===== config.mk =====
export PLATFORM = sky130hd
export DESIGN_NAME = branch_ctrl
export DESIGN_NICKNAME = d
export VERILOG_FILES = /design/src/rtl/branch_ctrl.sv
export SDC_FILE = /design/constraint.sdc
export NUM_CORES = 1
export LEC_CHECK = 0
export CORE_MARGIN = 3
export CORE_UTILIZATION = 35
export DETAILED_ROUTE_END_ITERATION = 10
export SYNTH_ARGS = -nofsm -noshare
export SYNTH_HDL_FRONTEND = slang
export SYNTH_SLANG_ARGS = --single-unit

===== constraint.sdc =====
create_clock -name clk_i -period 3.8 [get_ports clk_i]
set_input_delay 0.57 -clock clk_i [delete_from_list [all_inputs] [get_ports clk_i]]
set_output_delay 0.57 -clock clk_i [all_outputs]
set_load 0.005 [all_outputs]

===== src/rtl/branch_ctrl.sv =====
// EX-stage branch resolution: taken decode, mispredict redirect/flush, and the
// 2-bit saturating branch history table that fetch reads for prediction.
//
// state | meaning
// IDLE  | accepting branches from EX
// FLUSH | squashing IF/ID/EX after a mispredict; EX branches ignored
module branch_ctrl #(
    parameter int BHT_ENTRIES  = 16,
    parameter int FLUSH_CYCLES = 2
) (
    input  logic        clk_i,
    input  logic        rst_i,
    input  logic        br_valid_i,
    input  logic        is_jump_i,
    input  logic [2:0]  br_funct3_i,
    input  logic [31:0] pc_ex_i,
    input  logic [31:0] target_i,
    input  logic        pred_taken_i,
    input  logic        BrEq_i,
    input  logic        BrLt_i,
    output logic        BrUn_o,
    input  logic [31:0] pc_if_i,
    output logic        pred_taken_o,
    output logic        redirect_o,
    output logic [31:0] redirect_pc_o,
    output logic        flush_o,
    output logic        illegal_o,
    output logic [15:0] mispredict_cnt_o
);
    localparam int IDX_W = $clog2(BHT_ENTRIES);

    typedef enum logic {IDLE, FLUSH} state_t;

    state_t      state_q, state_d;
    logic [2:0]  fcnt_q, fcnt_d;
    logic        redirect_q, redirect_d;
    logic        illegal_q, illegal_d;
    logic [31:0] redirect_pc_q, redirect_pc_d;
    logic [15:0] mcnt_q, mcnt_d;
    logic [1:0]  bht_q [BHT_ENTRIES];
    logic [1:0]  bht_d [BHT_ENTRIES];

    logic             taken, illegal_f3, accepted, mispredict;
    logic [IDX_W-1:0] ex_idx, if_idx;
    logic             unused_pc_bits;

    assign ex_idx         = pc_ex_i[IDX_W+1:2];
    assign if_idx         = pc_if_i[IDX_W+1:2];
    assign unused_pc_bits = ^{pc_if_i[31:IDX_W+2], pc_if_i[1:0]};

    assign BrUn_o       = br_funct3_i[1];
    assign pred_taken_o = bht_q[if_idx][1];

    always_comb begin
        taken      = 1'b0;
        illegal_f3 = 1'b0;
        if (is_jump_i) begin
            taken = 1'b1;
        end else begin
            case (br_funct3_i)
                3'b000:         taken = BrEq_i;
                3'b001:         taken = ~BrEq_i;
                3'b100, 3'b110: taken = BrLt_i;
                3'b101, 3'b111: taken = ~BrLt_i;
                default:        illegal_f3 = 1'b1;
            endcase
        end
    end

    assign accepted   = br_valid_i && (state_q == IDLE);
    assign mispredict = accepted && (taken != pred_taken_i);

    always_comb begin
        state_d       = state_q;
        fcnt_d        = fcnt_q;
        redirect_d    = mispredict;
        illegal_d     = accepted && illegal_f3;
        redirect_pc_d = redirect_pc_q;
        mcnt_d        = mcnt_q;
        bht_d         = bht_q;

        case (state_q)
            IDLE: begin
                if (mispredict) begin
                    state_d = FLUSH;
                    fcnt_d  = 3'(FLUSH_CYCLES - 1);
                end
            end
            FLUSH: begin
                if (fcnt_q == 3'd0) state_d = IDLE;
                else                fcnt_d  = fcnt_q - 3'd1;
            end
            default: state_d = IDLE;
        endcase

        if (mispredict) begin
            redirect_pc_d = taken ? target_i : pc_ex_i + 32'd4;
            mcnt_d        = mcnt_q + 16'd1;
        end

        // Jumps and illegal encodings carry no conditional history.
        if (accepted && !is_jump_i && !illegal_f3) begin
            if (taken && bht_q[ex_idx] != 2'b11)
                bht_d[ex_idx] = bht_q[ex_idx] + 2'b01;
            else if (!taken && bht_q[ex_idx] != 2'b00)
                bht_d[ex_idx] = bht_q[ex_idx] - 2'b01;
        end
    end

    always_ff @(posedge clk_i or posedge rst_i) begin
        if (rst_i) begin
            state_q       <= IDLE;
            fcnt_q        <= 3'd0;
            redirect_q    <= 1'b0;
            illegal_q     <= 1'b0;
            redirect_pc_q <= 32'd0;
            mcnt_q        <= 16'd0;
            for (int i = 0; i < BHT_ENTRIES; i++) bht_q[i] <= 2'b01;
        end else begin
            state_q       <= state_d;
            fcnt_q        <= fcnt_d;
            redirect_q    <= redirect_d;
            illegal_q     <= illegal_d;
            redirect_pc_q <= redirect_pc_d;
            mcnt_q        <= mcnt_d;
            bht_q         <= bht_d;
        end
    end

    assign redirect_o       = redirect_q;
    assign redirect_pc_o    = redirect_pc_q;
    assign illegal_o        = illegal_q;
    assign flush_o          = (state_q == FLUSH);
    assign mispredict_cnt_o = mcnt_q;
endmodule

==> out/metrics.cfg <==
[status]
status=finished clean

[finish]
drive_above_1_share_pct=16.4
final_common_cell=clkdlybuf4s50_1
fin_area_mm2=0.00684
areaGrowthSynthToFinish_pct=35.7
nNetsFinal=732
final_cell_mix=130 x clkdlybuf4s50_1, 70 x dfrtp_1, 52 x nand2_1
antenna-diode-count=0

[cts]
clk_latency_ns=0.35
cts.sinks=86
htreeDepth=3
cts_buffer_depth=2
cts_setup_buffers=0
clkTransAtPathRegs_ns=0.07
cts-root-buf=clkbuf_16
cts.hold.buffers_added=0
cts_tree=yes
post_cts_resized=0
cts-buffers-inserted=9

[floorplanning]
core_area_mm2=0.0140
num_rows=43
die_area_mm2=0.0159
die_w_um=126
initial_utilization_pct=36.0
die_y_um=126
io-pin-count=159

[synthesis]
syn_area_per_cell_um2=10.3
synth-seq-area-share_pct=43.1
async_flop_share_pct=100
yosysTopAreaCellShare_pct=34.7
synthSimpleGateAreaFrac_pct=18.7
synth_xor_area_share_pct=6.08
synth_edf_count=0
synth_fp_nets=606
synth_area_mm2=0.00504
synth-seq-cells=86
synth_mux_area_share_pct=15.7
synthAdderAreaFrac_pct=2.23
synthTopCellsByArea=dfrtp_1 35%, dfstp_2 8.3%, mux2_2 7.6%, mux4_2 6.3%, nand2_1 3.9%
ys_dominant_reg_cell=dfrtp_1
post_synth_num_cell_types=51
synth_top_family_by_area=simple AND/OR/NAND/NOR gates
synth_top_area_cell=dfrtp_1
syn_inst=491
synth_warnings=0
synth_compound_area_share_pct=10.0

[sta]
relSlewSlack_pct=22.7
finalCritPeriodShare_pct=92.0
setup_viol=0
period_minus_slack_ns=3.50
fmax_mhz=286
finalHoldViolCount=0
rsz0062_at_grt=no
fin_worst_skew_ns=0.0104
worst_pin_slew_ns=1.15
maxSlewViolCount=0

[setup_path]
crit_type=in2reg
r2r-start=bht_q[1]
crit_required_ns=4.08
critPathMaxFanout=16
crit_path_start=pc_ex_i[2]
cp-start-kind=input pin
arrival_ns=3.78
cp-end-kind=flip-flop

[pwr]
finalPower_uw=3540
swShare_pct=31.7
internal-power_uw=2420
p_switching_uw=1120
p_clk_share_pct=24.5
p_leak_uw=0.00280
p_seq_share_pct=40.0
ir_drop_uv=328
power_density_mw_per_mm2=518
p_comb_share_pct=35.5

[routing]
drt_iter0_drc=233
via_count=4352
drc=0
post_drt_wl_per_cell_um=17.5
post_drt_via_cell_ratio=5.43
drt-total-wl_mm=14.0
ant_nets=0
dr.pass1.iters=5

[global_route]
grt-ovfl-total=0
grt_pass1_wl_mm=22.7
grt_use_total_pct=17.9
antenna_found_initial=0
grt_max_degree=42
grt_pass1_vias=4238

[placement]
placed_area_mm2=0.00655
port_buffers=130
place_hpwl_mm=10.6
routabilityCongestion=0.776

[min_path]
worstHoldStart=mispredict_cnt_o[15]
hold_path_class=reg2reg

[job]
max_cap_violations=0

==> synthesized netlist by cell type, types with 2 or more instances <==
master and instances:
buf_2 11, nor2b_1 4, and3_1 8, and2_1 2, xnor2_1 21, o21ai_0 26, dfrtp_1 70, dfstp_2 16
o31a_1 3, o32ai_1 2, o22ai_1 2, buf_4 4, a221o_1 2, ha_1 9, mux2i_1 8, mux2_2 34
a31oi_1 3, clkbuf_1 10, a21oi_1 15, o21a_1 4, inv_1 14, xor2_1 14, o31ai_1 4, nand2_1 52
nand3_1 20, and4_1 10, nor4_1 10, nor2_1 22, or3_1 5, buf_6 2, nand2b_1 5, nand4_1 24
mux4_2 14, and2b_1 2, a211oi_1 4, buf_1 3, nor3_1 18
==> stage by stage <==
stage                     instances  setup WS (ns)  utilization, %  hold WS (ns)  setup TNS [ns]
after global placement          786        -0.0131            46.8         0.458          -0.158
after detailed placement        786        -0.0779            46.8         0.461           -1.03
final                           802          0.304            48.9         0.470               0
after CTS                       802          0.284            48.9         0.472               0
after floorplan                 491          0.785               -         0.465               0
after global routing            802         0.0261            48.9         0.478               0
==> per-layer routing <==
metal / share of wire (%) / global-route usage (%) / vias to the layer above
met3: 5.6 / 4.07 / 18
met1: 43 / 23.6 / 2129
met5: 0 / 0 / -
met4: 1.6 / 5.30 / 0
met2: 50 / 29.6 / 145
li1: - / - / 2060
==> worst paths after layout <==
path	end	slack (ns)	depth (start not counted)
min in group asynchronous	redirect_pc_o[14]	0.66	2
setup reg to reg	bht_q[1]	0.81	5
setup / recovery	bht_q[1]	0.30	7
max in group asynchronous	async pin	2.26	3
hold / removal	mispredict_cnt_o[15]	0.47	1
hold reg to reg	mispredict_cnt_o[15]	0.47	1
==> power groups by stage <==
stage	registers, uW	logic (uW)	clock network, uW
6_report	1420	1260	868
3_5_place_dp	1430	1270	0
4_1_cts	1420	1270	893
3_3_place_gp	1420	1250	0
2_1_floorplan	1410	577	0
5_1_grt	1460	1390	925
==> area by class of cell <==
class | instances | area, um2
multi-input combinational | 360 | 2670
timing repair buffer | 145 | 1430
sequential | 86 | 2170
clock inverter | 6 | 51.3
tap | 180 | 225
clock buffer | 10 | 239
fill | 1333 | 7150
inverter | 15 | 57.6
==> logic make-up after synthesis <==
kind of cell               after synthesis
AOI/OAI and AO/OA                       76
xor gates and xnor gates                35
adders and majority gates                9
buffers and inverters                   45
DFF                                     86
muxes                                   57
and+or+nand+nor                        183
==> worst max-delay path, stage by stage <==
cell             delay [ns]
clkdlybuf4s50_1        0.50
buf_12                 0.17
mux4_2                 0.50
mux4_2                 0.50
ha_1                   0.30
xnor2_1                0.91
mux2_2                 0.32
(Power assumes the default switching activity.)
==> patch 1, RTL diff (same flow settings) <==
Add an input register stage for `target_i`; this delays it by one clock. The other inputs are not delayed to match.
--- a/src/rtl/branch_ctrl.sv
+++ b/src/rtl/branch_ctrl.sv
@@ -30,6 +30,12 @@
     localparam int IDX_W = $clog2(BHT_ENTRIES);
 
     typedef enum logic {IDLE, FLUSH} state_t;
+
+    logic [31:0] target_q;
+
+    always_ff @(posedge clk_i) begin
+        target_q <= target_i;
+    end
 
     state_t      state_q, state_d;
     logic [2:0]  fcnt_q, fcnt_d;
@@ -94,7 +100,7 @@
         endcase
 
         if (mispredict) begin
-            redirect_pc_d = taken ? target_i : pc_ex_i + 32'd4;
+            redirect_pc_d = taken ? target_q : pc_ex_i + 32'd4;
             mcnt_d        = mcnt_q + 16'd1;
         end
 
Behaviour: not the same (Yosys sat finds a counterexample within 4 cycles, from zero or initial values and one cycle with rst_i high).
==> patch 1 against the unedited design <==
- sequential cell count is 32 higher
- critical path depth is 2 higher
- non-clock buffer count is 5 higher
- design area is 16% higher
- synthesized area is 15% higher
- sequential share of layout area is 3.6 points higher
- count of clock-buffer cells in the layout is 18 higher
- worst setup slack worse by 1.6 ps
- total power is 31% higher
- wire length is 10% higher
- utilization is 0.58 points higher
- largest cell class is now sequential cells
- largest power group unchanged
==> patch 1: results (changes against the unedited design) <==
global_route:
  grt_pass1_vias: 4827  # +14%
  grt_first_pass_wirelength_um: 24800  # +9.4%
  grt_max_degree: 46  # +9.5%
yosys:
  syn_inst: 532  # +8.4%
  synthArstFlopShare_pct: 72.9  # -27 points
  synth_xor_area_share_pct: 6.37  # +0.29 points
  syn_nets: 647  # +6.8%
  synth_cell_types: 57  # +12%
  yosysSeqAreaShare_pct: 48.5  # +5.5 points
  synthTopCellsByCount: "70 x dfrtp_1, 54 x nand2_1, 42 x mux2_2"
  synthMuxAreaShare_pct: 14.7  # -1.0 points
  synthTopCellsByArea: "dfrtp_1 30%, dfxtp_1 11%, mux2_2 8.2%, dfstp_2 7.3%, mux4_2 4.3%"
  synth_compound_area_share_pct: 9.74  # -0.29 points
  synth_fa_ha_area_share_pct: 1.94  # -0.29 points
clock_tree:
  numCtsBuffers: 17  # +8
  htreeDepth: 4  # +1
  cts.clk_slew.worst_paths_ps: 50  # -20 ps
  worstSkewPairLatency_ps: 410  # +60 ps
sta:
  worstMarginPinSlew_ps: 1120  # -30.3 ps
  holdWs_ps: 456  # -13.7 ps
  fin_skew_ps: 7.44  # -2.91 ps
detailed_routing:
  drtPass1Iterations: 4  # -1
  vias: 4618  # +6.1%
  drt_iter0_markers: 180  # -23%
  wl_um: 15500  # +10%
final_layout:
  finalNetCount: 789  # +7.8%
  drive_above_1_share_pct: 18.8  # +2.4 points
  fin_cells: 903  # +13%
placement:
  pre_cts_ws_ps: -153  # -75.0 ps
  globalplace.congestion: 0.810  # +4.4%
  dp.final_hpwl_um: 11200  # +5.7%
  dp_cells: 871  # +11%
power_and_ir_drop:
  p_leak_uw: 0.00327  # +17%
setup_path:
  r2r_slack_ps: 840  # +30 ps
  max_stage_delay_ps: 890  # -20 ps
  r2r_cells: 7  # +2
  regToRegEndpoint: "bht_q[9]"
  arrival_ps: 3840  # +60 ps
  cp_max_fo: 18  # +2
min_path:
  hold_end: "redirect_pc_o[0]"
  hold_start: "target_q[0]"
  holdPathStages: 2  # +1
status:
  status: "completed"
[patch 1: changes by cell type in the layout (fill, tap and decap cells not counted), sizes merged, moves of 10 or more]
cell,before,now
clkbuf,10,28
nand3,20,36
dfxtp,0,32
nand4,24,10
xor2,14,24
mux2,34,46
[patch 1: kinds of logic (layout without fill, tap and decap cells)]
group	count (synthesis)	in the layout
adder cells (fa/ha/maj)	9	9
flip-flops	118	118
buffers and inverters	42	197
AO/OA/AOI/OAI	87	87
XOR/XNOR	40	40
multiplexers	65	65
AND/OR/NAND/NOR	171	171
[patch 1: power breakdown]
| group | switching (uW) | internal [uW] | total (uW) |
|---|---|---|---|
| clock network | 537 | 915 | 1450 |
| registers | 232 | 1590 | 1820 |
| logic | 551 | 801 | 1350 |
| total | 1320 | 3310 | 4630 |
[patch 1: layout make-up]
class	count	area, sq um
clock buffer	28	517
clock inverter	4	20.0
fill	1445	8110
inverter	15	62.6
multi-input combinational	372	2790
sequential	118	2810
tap	216	270
timing repair buffer	150	1480
[patch 1: metrics by stage]
step / utilization, % / setup TNS (ps)
2_1_floorplan: - / 0
3_3_place_gp: 46.1 / -599
3_5_place_dp: 46.1 / -2080
4_1_cts: 49.5 / 0
5_1_grt: 49.5 / 0
6_report: 49.5 / 0
[patch 1: worst max path at each step]
stage                 to  cells after the start  slack, ps        from
3_3_place_gp   bht_q[19]                      9        -40  pc_ex_i[2]
3_5_place_dp    bht_q[9]                      9       -150  pc_ex_i[2]
4_1_cts         bht_q[9]                      9        260  pc_ex_i[2]
2_1_floorplan  bht_q[17]                     11        560  pc_ex_i[2]
6_report        bht_q[9]                      9        300  pc_ex_i[2]
5_1_grt         bht_q[9]                      9         40  pc_ex_i[2]
[patch 1: worst reg2reg max path, cell delays in order, from the launching register on]
cell and delay (ps):
dfstp_2 360, mux4_2 480, nand2_1 80, o21ai_0 130, mux2_2 310, ha_1 310, xnor2_1 890, mux2_2 330
[patch 1: metal layers]
metal | GRT usage (%) | share of wire (%)
met2 | 29.8 | 51
met1 | 21.0 | 43
met4 | 7.01 | 2.1
met5 | 0 | 0
met3 | 4.96 | 4.2
==> patch 2, RTL diff (same settings) <==
Made on the original files. `BHT_ENTRIES`: 16 -> 32.
--- a/src/rtl/branch_ctrl.sv
+++ b/src/rtl/branch_ctrl.sv
@@ -5,7 +5,7 @@
 // IDLE  | accepting branches from EX
 // FLUSH | squashing IF/ID/EX after a mispredict; EX branches ignored
 module branch_ctrl #(
-    parameter int BHT_ENTRIES  = 16,
+    parameter int BHT_ENTRIES  = 32,
     parameter int FLUSH_CYCLES = 2
 ) (
     input  logic        clk_i,
Behaviour: not the same (Yosys sat finds a counterexample within 4 cycles, from zero or initial values and one cycle with rst_i high).
==> patch 2 against the unedited design <==
- wire length is 40% higher
- worst hold slack better by 7.7 ps
- sequential cell count is 32 higher
- worst setup slack worse by 89 ps
- synthesized area is 35% higher
- total power is 36% higher
- design area is 35% higher
- combinational power is 5% higher
==> patch 2: results (changes against the unedited design) <==
status:
  status: "completed"
placement:
  pre_cts_ws_ps: -263  # -185 ps
  dp.final_hpwl_um: 14300  # +35%
  port_buffers: 131  # +0.77%
  globalplace.congestion: 0.894  # +15%
sta:
  worstMarginPinSlew_ps: 712  # -440 ps
  fin_skew_ps: 8.59  # -1.77 ps
  holdWs_ps: 478  # +7.73 ps
clock_tree:
  ctsLongestPathBuffers: 2  # unchanged
  worstSkewPairLatency_ps: 420  # +70 ps
  numCtsBuffers: 17  # +8
  htreeDepth: 4  # +1
  cts_tree: "done"
  cts_root_buf: "clkbuf_16"
power_and_ir_drop:
  p_leak_uw: 0.00397  # +42%
  worst_ir_drop_vdd_uv: 316  # -3.6%
  p_sw_uw: 1370  # +23%
global_route:
  grt_max_degree: 56  # +33%
  grt_pass1_vias: 5885  # +39%
  antenna_found_initial: 0  # unchanged
  grt_overflow: 0  # unchanged
  grt_first_pass_wirelength_um: 31400  # +39%
  grt_usage_pct: 18.6  # +0.67 points
final_layout:
  finalNetCount: 896  # +22%
  fillers: 1736  # +30%
  drive_above_1_share_pct: 20.4  # +4.0 points
min_path:
  hold_start: "mispredict_cnt_o[15]"
  hold_path_class: "flip-flop to flip-flop"
  hold_end: "mispredict_cnt_o[15]"
  holdPathStages: 1  # unchanged
detailed_routing:
  via_per_inst: 5.42  # -0.11%
  drt_iter0_markers: 372  # +60%
  drtPass1Iterations: 5  # unchanged
  wl_um: 19600  # +40%
setup_path:
  regToRegEndpoint: "bht_q[29]"
  r2r_slack_ps: 550  # -260 ps
  r2r_cells: 12  # +7
  cp_max_fo: 32  # +16
yosys:
  syn_nets: 748  # +23%
  yosysSeqAreaShare_pct: 44.1  # +1.0 points
  synthArstFlopShare_pct: 100  # unchanged
  synth_cell_types: 60  # +18%
  synthTopCellsByArea: "dfrtp_1 32%, dfstp_2 12%, mux2_1 7.5%, mux4_2 6.3%, mux2_2 4.0%"
  synthTopCellsByCount: "86 x dfrtp_1, 55 x nand2_1, 47 x nand3_1"
patch 2: cell count changes after synthesis, sizes merged, moves of 8 or more:
cell	change
mux2i	+8
and3	+12
mux2	+35
clkbuf	+9
dfrtp	+16
dfstp	+16
nand4	-15
nand3	+27
patch 2: layer usage:
metal | global-route usage, % | wire [um] | share of wire [%] | vias to the layer above
met4 | 7.03 | 412 | 2.1 | 0
met5 | 0 | 0 | 0 | -
met2 | 30.2 | 9310 | 47 | 202
met1 | 24.2 | 8620 | 44 | 2851
met3 | 4.28 | 1280 | 6.5 | 30
li1 | - | - | - | 2630
patch 2: worst max-delay path by stage:
stage	start	to	depth (start not counted)	slack (ps)
CTS	pc_ex_i[6]	bht_q[29]	13	160
global route	pc_ex_i[3]	bht_q[29]	16	90
detailed placement	pc_ex_i[6]	bht_q[29]	13	-260
finish	pc_ex_i[2]	bht_q[29]	11	220
global placement	pc_ex_i[6]	bht_q[63]	13	-180
floorplan	rst_i	bht_q[11]	1	150
patch 2: metrics by stage:
stage | util, % | std cells | cell area [sq um] | TNS (ps)
after floorplan | - | 633 | 6790 | 0
after global placement | 45.6 | 1022 | 8610 | -6120
after detailed placement | 45.6 | 1022 | 8610 | -10040
after CTS | 48.9 | 1054 | 9250 | 0
after global routing | 49.0 | 1054 | 9250 | 0
final | 49.0 | 1054 | 9250 | 0
patch 2: what timing repair did:
action,in CTS,in global routing
gates resized for setup,0,1
setup endpoints to repair,0,4
buffers inserted,0,0
patch 2: kinds of logic after synthesis:
logic type                 count (synthesis)  share of synthesized area (%)
and+or+nand+nor                          217                           16.9
adders and majority gates                  9                           1.66
DFF                                      118                           44.1
muxes                                    105                           20.4
xor gates and xnor gates                  33                           4.26
AOI/OAI and AO/OA                         88                           8.57
buffers and inverters                     63                           4.11
patch 2: power groups by stage:
stage,combinational (uW),sequential [uW],clock (uW)
after floorplan,563,1750,0
after global placement,1280,1760,0
after detailed placement,1320,1770,0
after CTS,1330,1750,1770
after global routing,1430,1790,1820
final,1320,1750,1740
patch 2: layout make-up:
class / count / area, sq um / area share, %
Sequential cell: 118 / 2990 / 32.4
Clock inverter: 13 / 194 / 2.10
Tap cell: 260 / 325 / 3.52
Inverter: 19 / 73.8 / 0.798
Clock buffer: 19 / 443 / 4.79
Multi-Input combinational cell: 452 / 3550 / 38.3
Timing Repair Buffer: 173 / 1680 / 18.1
patch 2: critical path, stage by stage:
cell             delay, ps
clkdlybuf4s50_1        620
buf_4                  270
mux4_2                 520
a22oi_1                270
and4_1                 290
inv_1                   60
ha_1                   210
a211oi_4               260
buf_12                 220
and3_1                 220
mux2_2                 350
